--- config.mk ---
export PLATFORM = sky130hd
export DESIGN_NAME = mips_mc_control
export DESIGN_NICKNAME = d
export VERILOG_FILES = /design/src/rtl/mips_mc_control.sv
export SDC_FILE = /design/constraint.sdc
export NUM_CORES = 1
export LEC_CHECK = 0
export ABC_CLOCK_PERIOD_IN_PS = 1700
export CAP_MARGIN = 30
export CORE_MARGIN = 1.5
export CORE_UTILIZATION = 36
export DETAILED_ROUTE_END_ITERATION = 6
export PLACE_DENSITY_LB_ADDON = 0.05
export SLEW_MARGIN = 40
export SYNTH_ARGS = -nofsm -noshare
export SYNTH_HDL_FRONTEND = slang
export SYNTH_SLANG_ARGS = --single-unit
--- constraint.sdc ---
create_clock -name clk -period 1.7 [get_ports clk]
set_input_delay 0.51 -clock clk [delete_from_list [all_inputs] [get_ports clk]]
set_output_delay 0.51 -clock clk [all_outputs]
set_load 0.05 [all_outputs]
--- src/rtl/mips_mc_control.sv ---
// mips_mc_control: multicycle MIPS control FSM.
// Steps each instruction through fetch, decode, execute, memory and writeback,
// and drives the datapath mux selects and enables.
// Optional feature macro: MIPS_CTRL_MEMWAIT_EN. When it is defined, FETCH, MEMRD
// and MEMWR stall until mem_ready=1. When it is undefined, mem_ready is ignored.
//
// state      | code | meaning
// -----------+------+--------------------------------------------------
// S_IDLE     |  0   | reset state, all outputs low
// S_FETCH    |  1   | read instruction, load IR, PC <= PC + 4
// S_DECODE   |  2   | branch target into ALUOut, dispatch on opcode
// S_MEMADR   |  3   | load/store address = regA + signext imm
// S_MEMRD    |  4   | memory read at ALUOut
// S_MEMWB    |  5   | MDR -> rt
// S_MEMWR    |  6   | memory write at ALUOut
// S_EXEC     |  7   | R-type ALU operation
// S_ALUWB    |  8   | ALUOut -> rd
// S_BRANCH   |  9   | compare regA/regB, take branch on zero
// S_JUMP     | 10   | PC <= jump target
// S_ADDIEX   | 11   | regA + signext imm
// S_ADDIWB   | 12   | ALUOut -> rt
module mips_mc_control #(
  parameter logic [5:0] OP_RTYPE = 6'h00,
  parameter logic [5:0] OP_LW    = 6'h23,
  parameter logic [5:0] OP_SW    = 6'h2B,
  parameter logic [5:0] OP_BEQ   = 6'h04,
  parameter logic [5:0] OP_J     = 6'h02,
  parameter logic [5:0] OP_ADDI  = 6'h08
) (
  input  logic       clk,
  input  logic       rst_n,
  input  logic [5:0] opcode,
  input  logic       zero,
  input  logic       mem_ready,
  output logic       pc_en,
  output logic       iord,
  output logic       mem_read,
  output logic       mem_write,
  output logic       ir_write,
  output logic       reg_dst,
  output logic       mem_to_reg,
  output logic       reg_write,
  output logic       alu_src_a,
  output logic [1:0] alu_src_b,
  output logic [1:0] alu_op,
  output logic [1:0] pc_src,
  output logic       illegal_op,
  output logic [3:0] state
);

  typedef enum logic [3:0] {
    S_IDLE   = 4'd0,
    S_FETCH  = 4'd1,
    S_DECODE = 4'd2,
    S_MEMADR = 4'd3,
    S_MEMRD  = 4'd4,
    S_MEMWB  = 4'd5,
    S_MEMWR  = 4'd6,
    S_EXEC   = 4'd7,
    S_ALUWB  = 4'd8,
    S_BRANCH = 4'd9,
    S_JUMP   = 4'd10,
    S_ADDIEX = 4'd11,
    S_ADDIWB = 4'd12
  } state_t;

  state_t state_q, state_d;
  logic   illegal_q, illegal_d;
  logic   pc_write;
  logic   branch;
  logic   mem_ok;

`ifdef MIPS_CTRL_MEMWAIT_EN
  assign mem_ok = mem_ready;
`else
  // Without the wait feature every memory access completes in one cycle.
  logic mem_ready_unused;
  assign mem_ready_unused = mem_ready;
  assign mem_ok = 1'b1;
`endif

  // State register and sticky illegal-opcode flag
  always_ff @(posedge clk or negedge rst_n) begin
    if (!rst_n) begin
      state_q   <= S_IDLE;
      illegal_q <= 1'b0;
    end else begin
      state_q   <= state_d;
      illegal_q <= illegal_d;
    end
  end

  // Next-state logic and decode of the datapath controls from the current state
  always_comb begin
    state_d    = state_q;
    illegal_d  = illegal_q;
    pc_write   = 1'b0;
    branch     = 1'b0;
    iord       = 1'b0;
    mem_read   = 1'b0;
    mem_write  = 1'b0;
    ir_write   = 1'b0;
    reg_dst    = 1'b0;
    mem_to_reg = 1'b0;
    reg_write  = 1'b0;
    alu_src_a  = 1'b0;
    alu_src_b  = 2'b00;
    alu_op     = 2'b00;
    pc_src     = 2'b00;
    case (state_q)
      S_IDLE: state_d = S_FETCH;
      S_FETCH: begin
        mem_read  = 1'b1;
        alu_src_b = 2'b01;
        // The IR and PC update only in the cycle the memory returns data.
        if (mem_ok) begin
          ir_write = 1'b1;
          pc_write = 1'b1;
          state_d  = S_DECODE;
        end
      end
      S_DECODE: begin
        alu_src_b = 2'b11;
        if (opcode == OP_LW || opcode == OP_SW) state_d = S_MEMADR;
        else if (opcode == OP_RTYPE)            state_d = S_EXEC;
        else if (opcode == OP_BEQ)              state_d = S_BRANCH;
        else if (opcode == OP_J)                state_d = S_JUMP;
        else if (opcode == OP_ADDI)             state_d = S_ADDIEX;
        else begin
          state_d   = S_FETCH;
          illegal_d = 1'b1;
        end
      end
      S_MEMADR: begin
        alu_src_a = 1'b1;
        alu_src_b = 2'b10;
        if (opcode == OP_LW)      state_d = S_MEMRD;
        else if (opcode == OP_SW) state_d = S_MEMWR;
        else                      state_d = S_FETCH;
      end
      S_MEMRD: begin
        iord     = 1'b1;
        mem_read = 1'b1;
        if (mem_ok) state_d = S_MEMWB;
      end
      S_MEMWB: begin
        reg_write  = 1'b1;
        mem_to_reg = 1'b1;
        state_d    = S_FETCH;
      end
      S_MEMWR: begin
        iord      = 1'b1;
        mem_write = 1'b1;
        if (mem_ok) state_d = S_FETCH;
      end
      S_EXEC: begin
        alu_src_a = 1'b1;
        alu_op    = 2'b10;
        state_d   = S_ALUWB;
      end
      S_ALUWB: begin
        reg_write = 1'b1;
        reg_dst   = 1'b1;
        state_d   = S_FETCH;
      end
      S_BRANCH: begin
        alu_src_a = 1'b1;
        alu_op    = 2'b01;
        branch    = 1'b1;
        pc_src    = 2'b01;
        state_d   = S_FETCH;
      end
      S_JUMP: begin
        pc_write = 1'b1;
        pc_src   = 2'b10;
        state_d  = S_FETCH;
      end
      S_ADDIEX: begin
        alu_src_a = 1'b1;
        alu_src_b = 2'b10;
        state_d   = S_ADDIWB;
      end
      S_ADDIWB: begin
        reg_write = 1'b1;
        state_d   = S_FETCH;
      end
      // Unused codes recover to FETCH with every output held low.
      default: state_d = S_FETCH;
    endcase
  end

  assign pc_en      = pc_write | (branch & zero);
  assign illegal_op = illegal_q;
  assign state      = state_q;

endmodule

==> reports/qor.yml, run 1 <==
synth:
  syn_inst: 72
  synth_cell_types: 29
  synth_area_um2: 513
  synth_most_common_cell: "nor2_1"
  synth_edf_count: 0
  synth.area.top_cells: "dfrtp_1, nor2_1, nand2b_1"
  synthArstFlopShare: 1.00
  synth-seq-area-share: 0.244
  synthDominantCellAreaShare: 0.244
  synth_seq_cells: 5
  synthTopCellsByCount: "nor2_1, a21oi_1, nand2b_1"
  synth_ff_type: "dfrtp_1"
  yosysWarnings: 0
  syn_area_per_cell_um2: 7.12
  yosysTopAreaCell: "dfrtp_1"
  syn-num-nets: 82
die:
  core.rowCount: 13
  die_w_um: 40.8
  die_h_um: 40.8
  ios: 30
  initial_core_util: 0.389
clock_tree:
  post_cts_buffers: 8
  postCtsHoldBufs: 0
  cts_buffers: 3
  cts-resized-gates: 21
  htree_levels: 1
  cts-root-buf: "clkbuf_4"
  clock_sinks: 5
  clockBufferDepth: 2
place:
  gp_congestion: 0.861
  place_hpwl_um: 1920
  portBuffers: 28
status:
  stop_stage: "4_1_cts"
  outcome: "stopped before the end"
  toolErrorMsg: "[ERROR DPL-0038] Utilization greater than 100%, impossible to legalize"
==> cell families after synthesis <==
| family | count (synthesis) | synth area share |
|---|---|---|
| compound gates | 19 | 0.268 |
| xor+xnor | 3 | 0.0512 |
| buf+inv | 11 | 0.107 |
| flops | 5 | 0.244 |
| simple gates | 34 | 0.329 |
==> per-stage QoR <==
stage / util / cells / worst slack, ps / setup TNS (ps) / cell area [um2]
after global placement: 0.944 / 124 / -273 / -1150 / 1240
after floorplan: - / 72 / -204 / -1300 / 697
after detailed placement: 0.944 / 124 / -352 / -1680 / 1240
==> run 2, diff against run 1 <==
- CORE_AREA: unset -> 2 2 63 65
- CORE_MARGIN: 1.5 -> unset
- CORE_UTILIZATION: 36 -> unset
- DIE_AREA: unset -> 0 0 65 67
- PLACE_DENSITY_LB_ADDON: 0.05 -> 0.15
==> reports/qor.yml, run 2 <==
status:
  outcome: "finished with violations"  # was stopped before the end
  violations: "setup timing"
sta:
  timing.final.ws_setup_ps: -104
  slew_headroom: 0.771
  fin_crit_ps: 1800
  slew_viol_final: 0
  fin_skew_ps: 1.25
  tns_ps: -898
  fmax_mhz: 554
  hold_viol: 0
  tightest_slew_ps: 340
  fin_crit_sh: 1.06
  rsz0062_at_grt: "true"
  finalSetupViolCount: 13
global_route:
  grtUsageTotal: 0.105
  grt_max_degree: 10
  grt_pass1_vias: 752
  grt_pass1_wl_um: 3500
  antenna_found_initial: 0
  gr-total-overflow: 0
synth:
  yosysTopAreaCell: "dfrtp_1"  # unchanged
  syn_area_per_cell_um2: 7.12  # unchanged
  synth_area_um2: 513  # unchanged
  synthTopCellsByCount: "nor2_1, a21oi_1, nand2b_1"  # unchanged
  synth.area.top_cells: "dfrtp_1, nor2_1, nand2b_1"  # unchanged
  synth_edf_count: 0  # unchanged
  syn_inst: 72  # unchanged
  synth-seq-area-share: 0.244  # unchanged
  synth_ff_type: "dfrtp_1"  # unchanged
  yosysWarnings: 0  # unchanged
  synth_cell_types: 29  # unchanged
  syn-num-nets: 82  # unchanged
  synth_seq_cells: 5  # unchanged
  synth_most_common_cell: "nor2_1"  # unchanged
  synthArstFlopShare: 1.00  # unchanged
  synthDominantCellAreaShare: 0.244  # unchanged
setup_path:
  crit_slowest_cell: "dfrtp_2"
  rrSetupSlack_ps: 70
  startpoint_type: "flip-flop"
  critPathArrivalTime_ps: 1290
  crit_end: "reg_write"
  critPathKind: "reg2out"
  reg2reg_from: "state[3]"
  crit_path_start: "state[3]"
  path_cells: "nand2b_4 > inv_2 > a21oi_4 > nor2_4 > buf_12"
  crit_path_max_incr_delay_ps: 450
  r2r_end: "state[3]"
  reg2reg_depth: 4
  crit_path_max_fanout: 7
  crit_required_ps: 1190
  worstSetupEndpointType: "output pin"
die:
  die_h_um: 67  # was 40.8 um
  initial_core_util: 0.142  # was 0.389
  core_area_um2: 3610
  dieArea_um2: 4360
  ios: 30  # unchanged
  die_w_um: 65  # was 40.8 um
  core.rowCount: 22  # was 13
clock_tree:
  clock_sinks: 5  # unchanged
  cts_buffers: 3  # unchanged
  htree_levels: 1  # unchanged
  cts-root-buf: "clkbuf_8"  # was clkbuf_4
  insertion_delay_ps: 220
  clkTransAtPathRegs_ps: 30
  cts_tree: "yes"
  clockBufferDepth: 2  # unchanged
routing:
  drt-met1-wl_um: 876
  top_layer: "met4"
  met3_length_um: 92
  drc: 0
  routed-wl-met2_um: 1130
  dr.pass1.iters: 2
  via_per_inst: 4.14
  routed_wl_um: 2160
  final_antenna_net_count: 0
  wl_per_cell_um: 12.5
  drt_iter0_drc: 3
  vias: 717
pwr:
  power_mw: 1.67
  leakagePower_nw: 0.635
  power_density_nw_per_um2: 1060
  ir_drop_v: 0.000946
place:
  portBuffers: 28  # unchanged
  place_hpwl_um: 1520  # was 1920 um
  place_area_um2: 1310  # was 1240 um2
  gp_congestion: 0.834  # was 0.861
flow_run:
  cap_violations: 0
layout:
  regArea_um2: 130
  antenna_cells: 0
  multi_input_area_um2: 571
  final_common_cell: "buf_12"
  mostFrequentLayoutCells: "buf_12, buf_4, nor2_4, buf_6, nand2b_4"
  drive_gt1_frac: 0.712
  design_area_um2: 1570
  final_nets: 136
  area_growth_pct: 206
  largest_reg_flops: 4
  fill_cells: 348
hold_path:
  min_path_type: "in2async"
==> run 2: timing repair <==
action | 4_1_cts | 5_1_grt
buffers inserted | 8 | 1
hold buffers | 0 | 0
gates resized for setup | 23 | 14
pin swaps | 7 | 7
hold endpoints to repair | 0 | 0
gates cloned | 0 | 0
endpoints found under the setup margin | 19 | 20
==> run 2: metal layers <==
layer | global-route usage | vias to the layer above
met4 | 0.0612 | 0
met2 | 0.184 | 26
li1 | - | 361
met3 | 0.00676 | 6
met5 | 0 | -
met1 | 0.126 | 324
==> run 2: critical path: cells and delay by family (launching register included) <==
family	cells	cell delay [ps]
DFF	1	450
and+or+nand+nor	2	290
buffers and inverters	2	200
AOI/OAI and AO/OA	1	140
==> run 2: through the flow <==
| stage | instances | hold slack [ps] | setup WS (ps) | util |
|---|---|---|---|---|
| global route | 173 | 541 | -164 | 0.436 |
| floorplan | 72 | 214 | -204 | - |
| detailed placement | 160 | 531 | -291 | 0.363 |
| global placement | 160 | 529 | -291 | 0.363 |
| finish | 173 | 522 | -104 | 0.436 |
| CTS | 172 | 528 | -115 | 0.414 |
==> run 2: cells by family after synthesis <==
family / Yosys count / synth area share
AND/OR/NAND/NOR: 34 / 0.329
flip-flops: 5 / 0.244
AO/OA/AOI/OAI: 19 / 0.268
XOR/XNOR: 3 / 0.0512
buffers and inverters: 11 / 0.107
==> run 2: how the worst min path moves through the flow <==
stage	cells past startpoint	startpoint	slack [ps]	endpoint
CTS	1	rst_n	530	illegal_op
global placement	1	illegal_op	530	illegal_op
detailed placement	1	illegal_op	530	illegal_op
global route	1	rst_n	540	state[1]
finish	1	rst_n	520	state[1]
floorplan	0	rst_n	210	illegal_op
==> run 2: area by class of cell <==
type	count	area share
sequential	5	0.0828
tap	48	0.0382
multi-input combinational	56	0.363
inverter	3	0.00717
timing repair buffer	57	0.480
clock buffer	4	0.0287
==> run 2: report_power, final <==
part / internal [mW] / switching [mW] / total (mW)
clock: 0.161 / 0.0546 / 0.215
combinational: 0.614 / 0.666 / 1.28
sequential: 0.143 / 0.0306 / 0.174
Power figures use the tool's default switching activity.
==> run 3, diff against run 2 <==
- CTS_CLUSTER_DIAMETER: unset -> 120
- DONT_BUFFER_PORTS: unset -> 1
==> reports/qor.yml, run 3 (synthesis gave the netlist of run 2 again) <==
sta:
  hold_viol: 0  # unchanged
  tightest_slew_ps: 517  # was 340 ps
  rsz0062_at_grt: "true"  # unchanged
  finalSetupViolCount: 13  # unchanged
  fmax_mhz: 556  # was 554 MHz
  fin_crit_ps: 1800  # about the same
  slew_headroom: 0.653  # was 0.771
  timing.final.ws_setup_ps: -99.5  # was -104 ps
  whs_ps: 377  # was 522 ps
  fin_skew_ps: 1.65  # was 1.25 ps
  fin_crit_sh: 1.06  # about the same
  slew_viol_final: 0  # unchanged
routing:
  final_antenna_net_count: 0  # unchanged
  vias: 685  # was 717
  via_per_inst: 4.23  # was 4.14
  wl_per_cell_um: 12.0  # was 12.5 um
  drc: 0  # unchanged
  dr.pass1.iters: 4  # was 2
  routed_wl_um: 1940  # was 2160 um
  drt_iter0_drc: 10  # was 3
setup_path:
  crit_slowest_cell: "dfrtp_2"  # unchanged
  crit_path_max_incr_delay_ps: 470  # was 450 ps
  crit_buf_inv: 1  # was 2
  rrSetupSlack_ps: 50  # was 70 ps
  cp_top_family: "flip-flops"  # unchanged
  critPathArrivalTime_ps: 1290  # about the same
  crit_path_max_fanout: 6  # was 7
  critPathKind: "reg2out"  # unchanged
  worstSetupEndpointType: "output pin"  # unchanged
  startpoint_type: "flip-flop"  # unchanged
  path_cells: "or2_4 > a21oi_4 > buf_12"  # was nand2b_4 > inv_2 > a21oi_4 > nor2_4 > buf_12
  crit_required_ps: 1190  # about the same
place:
  place_area_um2: 1040  # was 1310 um2
  dp_slack_ps: 40.9  # was -291 ps
  place_hpwl_um: 1370  # was 1520 um
  portBuffers: 0  # was 28
  gp_congestion: 0.738  # was 0.834
layout:
  final_common_cell: "buf_4"  # was buf_12
  antenna_cells: 0  # unchanged
  multi_input_area_um2: 527  # was 571 um2
  area_growth_pct: 158  # was 206%
  fin_util: 0.366  # was 0.436
  fill_cells: 378  # was 348
  largest_reg_flops: 4  # unchanged
  mostFrequentLayoutCells: "buf_4, buf_12, nor2_4, buf_6, nand2b_4"  # was buf_12, buf_4, nor2_4, buf_6, nand2b_4
  regArea_um2: 130  # unchanged
  design_area_um2: 1320  # was 1570 um2
  final_nets: 125  # was 136
  drive_gt1_frac: 0.711  # was 0.712
global_route:
  antenna_found_initial: 0  # unchanged
  grt_pass1_wl_um: 3360  # was 3500 um
  gr-total-overflow: 0  # unchanged
  use_met1: 0.129  # was 0.126
  grt_max_degree: 8  # was 10
  grt_pass1_vias: 732  # was 752
  grtUsageTotal: 0.101  # was 0.105
  met2_usage: 0.149  # was 0.184
  met3_usage: 0.0270  # was 0.00676
  busiest_layer: "met2"  # unchanged
pwr:
  p_seq_frac: 0.110  # was 0.104
  ir_drop_v: 0.000948  # was 0.000946 V
  intPower_mw: 0.858  # was 0.918 mW
  comb_power_share: 0.751  # was 0.767
  power_switching_mw: 0.708  # was 0.751 mW
  power_density_nw_per_um2: 1190  # was 1060 nW/um2
  netSwitchingFraction: 0.452  # was 0.450
  leakagePower_nw: 0.522  # was 0.635 nW
  clock_power_share: 0.140  # was 0.129
die:
  core_area_um2: 3610  # unchanged
  ios: 30  # unchanged
  die_h_um: 67  # unchanged
  dieArea_um2: 4360  # unchanged
  die_w_um: 65  # unchanged
  initial_core_util: 0.142  # unchanged
  core.rowCount: 22  # unchanged
clock_tree:
  insertion_delay_ps: 220  # about the same
  htree_levels: 1  # unchanged
  clkTransAtPathRegs_ps: 30  # about the same
  cts_buffers: 3  # unchanged
  cts_tree: "yes"  # unchanged
  cts-root-buf: "clkbuf_8"  # unchanged
  clockBufferDepth: 2  # unchanged
  clock_sinks: 5  # unchanged
flow_run:
  cap_violations: 0  # unchanged
status:
  outcome: "finished with violations"  # unchanged
  violations: "setup timing"  # unchanged
hold_path:
  min_path_type: "in2reg"  # was in2async
run 3: power by group through the flow:
| stage | combinational [mW] | clock, mW | sequential (mW) |
|---|---|---|---|
| 3_5_place_dp | 0.943 | 0 | 0.185 |
| 4_1_cts | 1.15 | 0.223 | 0.172 |
| 5_1_grt | 1.24 | 0.236 | 0.178 |
| 2_1_floorplan | 0.566 | 0 | 0.233 |
| 6_report | 1.18 | 0.219 | 0.172 |
| 3_3_place_gp | 0.944 | 0 | 0.184 |
run 3: worst paths after layout:
path	from	to	depth (start not counted)
worst min register to register	state[3]	state[0]	3
worst max-delay path	state[2]	alu_src_b[0]	3
min in group asynchronous	rst_n	illegal_op	1
max in group asynchronous	rst_n	state[1]	1
worst min-delay path	opcode[1]	state[0]	1
worst max register to register	state[2]	state[3]	4
run 3: repair_timing:
item                                    4_1_cts  5_1_grt
gates cloned                                  0        0
pin swaps                                     9        8
hold endpoints to repair                      5        0
setup buffers                                16        1
hold buffers                                  1        0
endpoints found under the setup margin       14       17
resized for setup                            17        6
run 3: final cells by class:
cell class / count / area share
clock buffer: 4 / 0.0341
inverter: 3 / 0.00852
multi-input combinational: 56 / 0.399
sequential: 5 / 0.0985
tap: 48 / 0.0455
timing repair buffer: 46 / 0.415
run 3: routing by layer:
metal	vias to the layer above	share of wire
met4	0	0.012
met1	315	0.43
li1	340	-
met5	-	0
met2	27	0.50
met3	3	0.064
run 3: through the flow:
step                setup TNS [ps]  std cells  power, mW
floorplan                    -1300         72      0.799
global placement                 0        140       1.13
detailed placement               0        140       1.13
CTS                           -963        161       1.55
global route                 -1510        162       1.65
finish                        -729        162       1.57
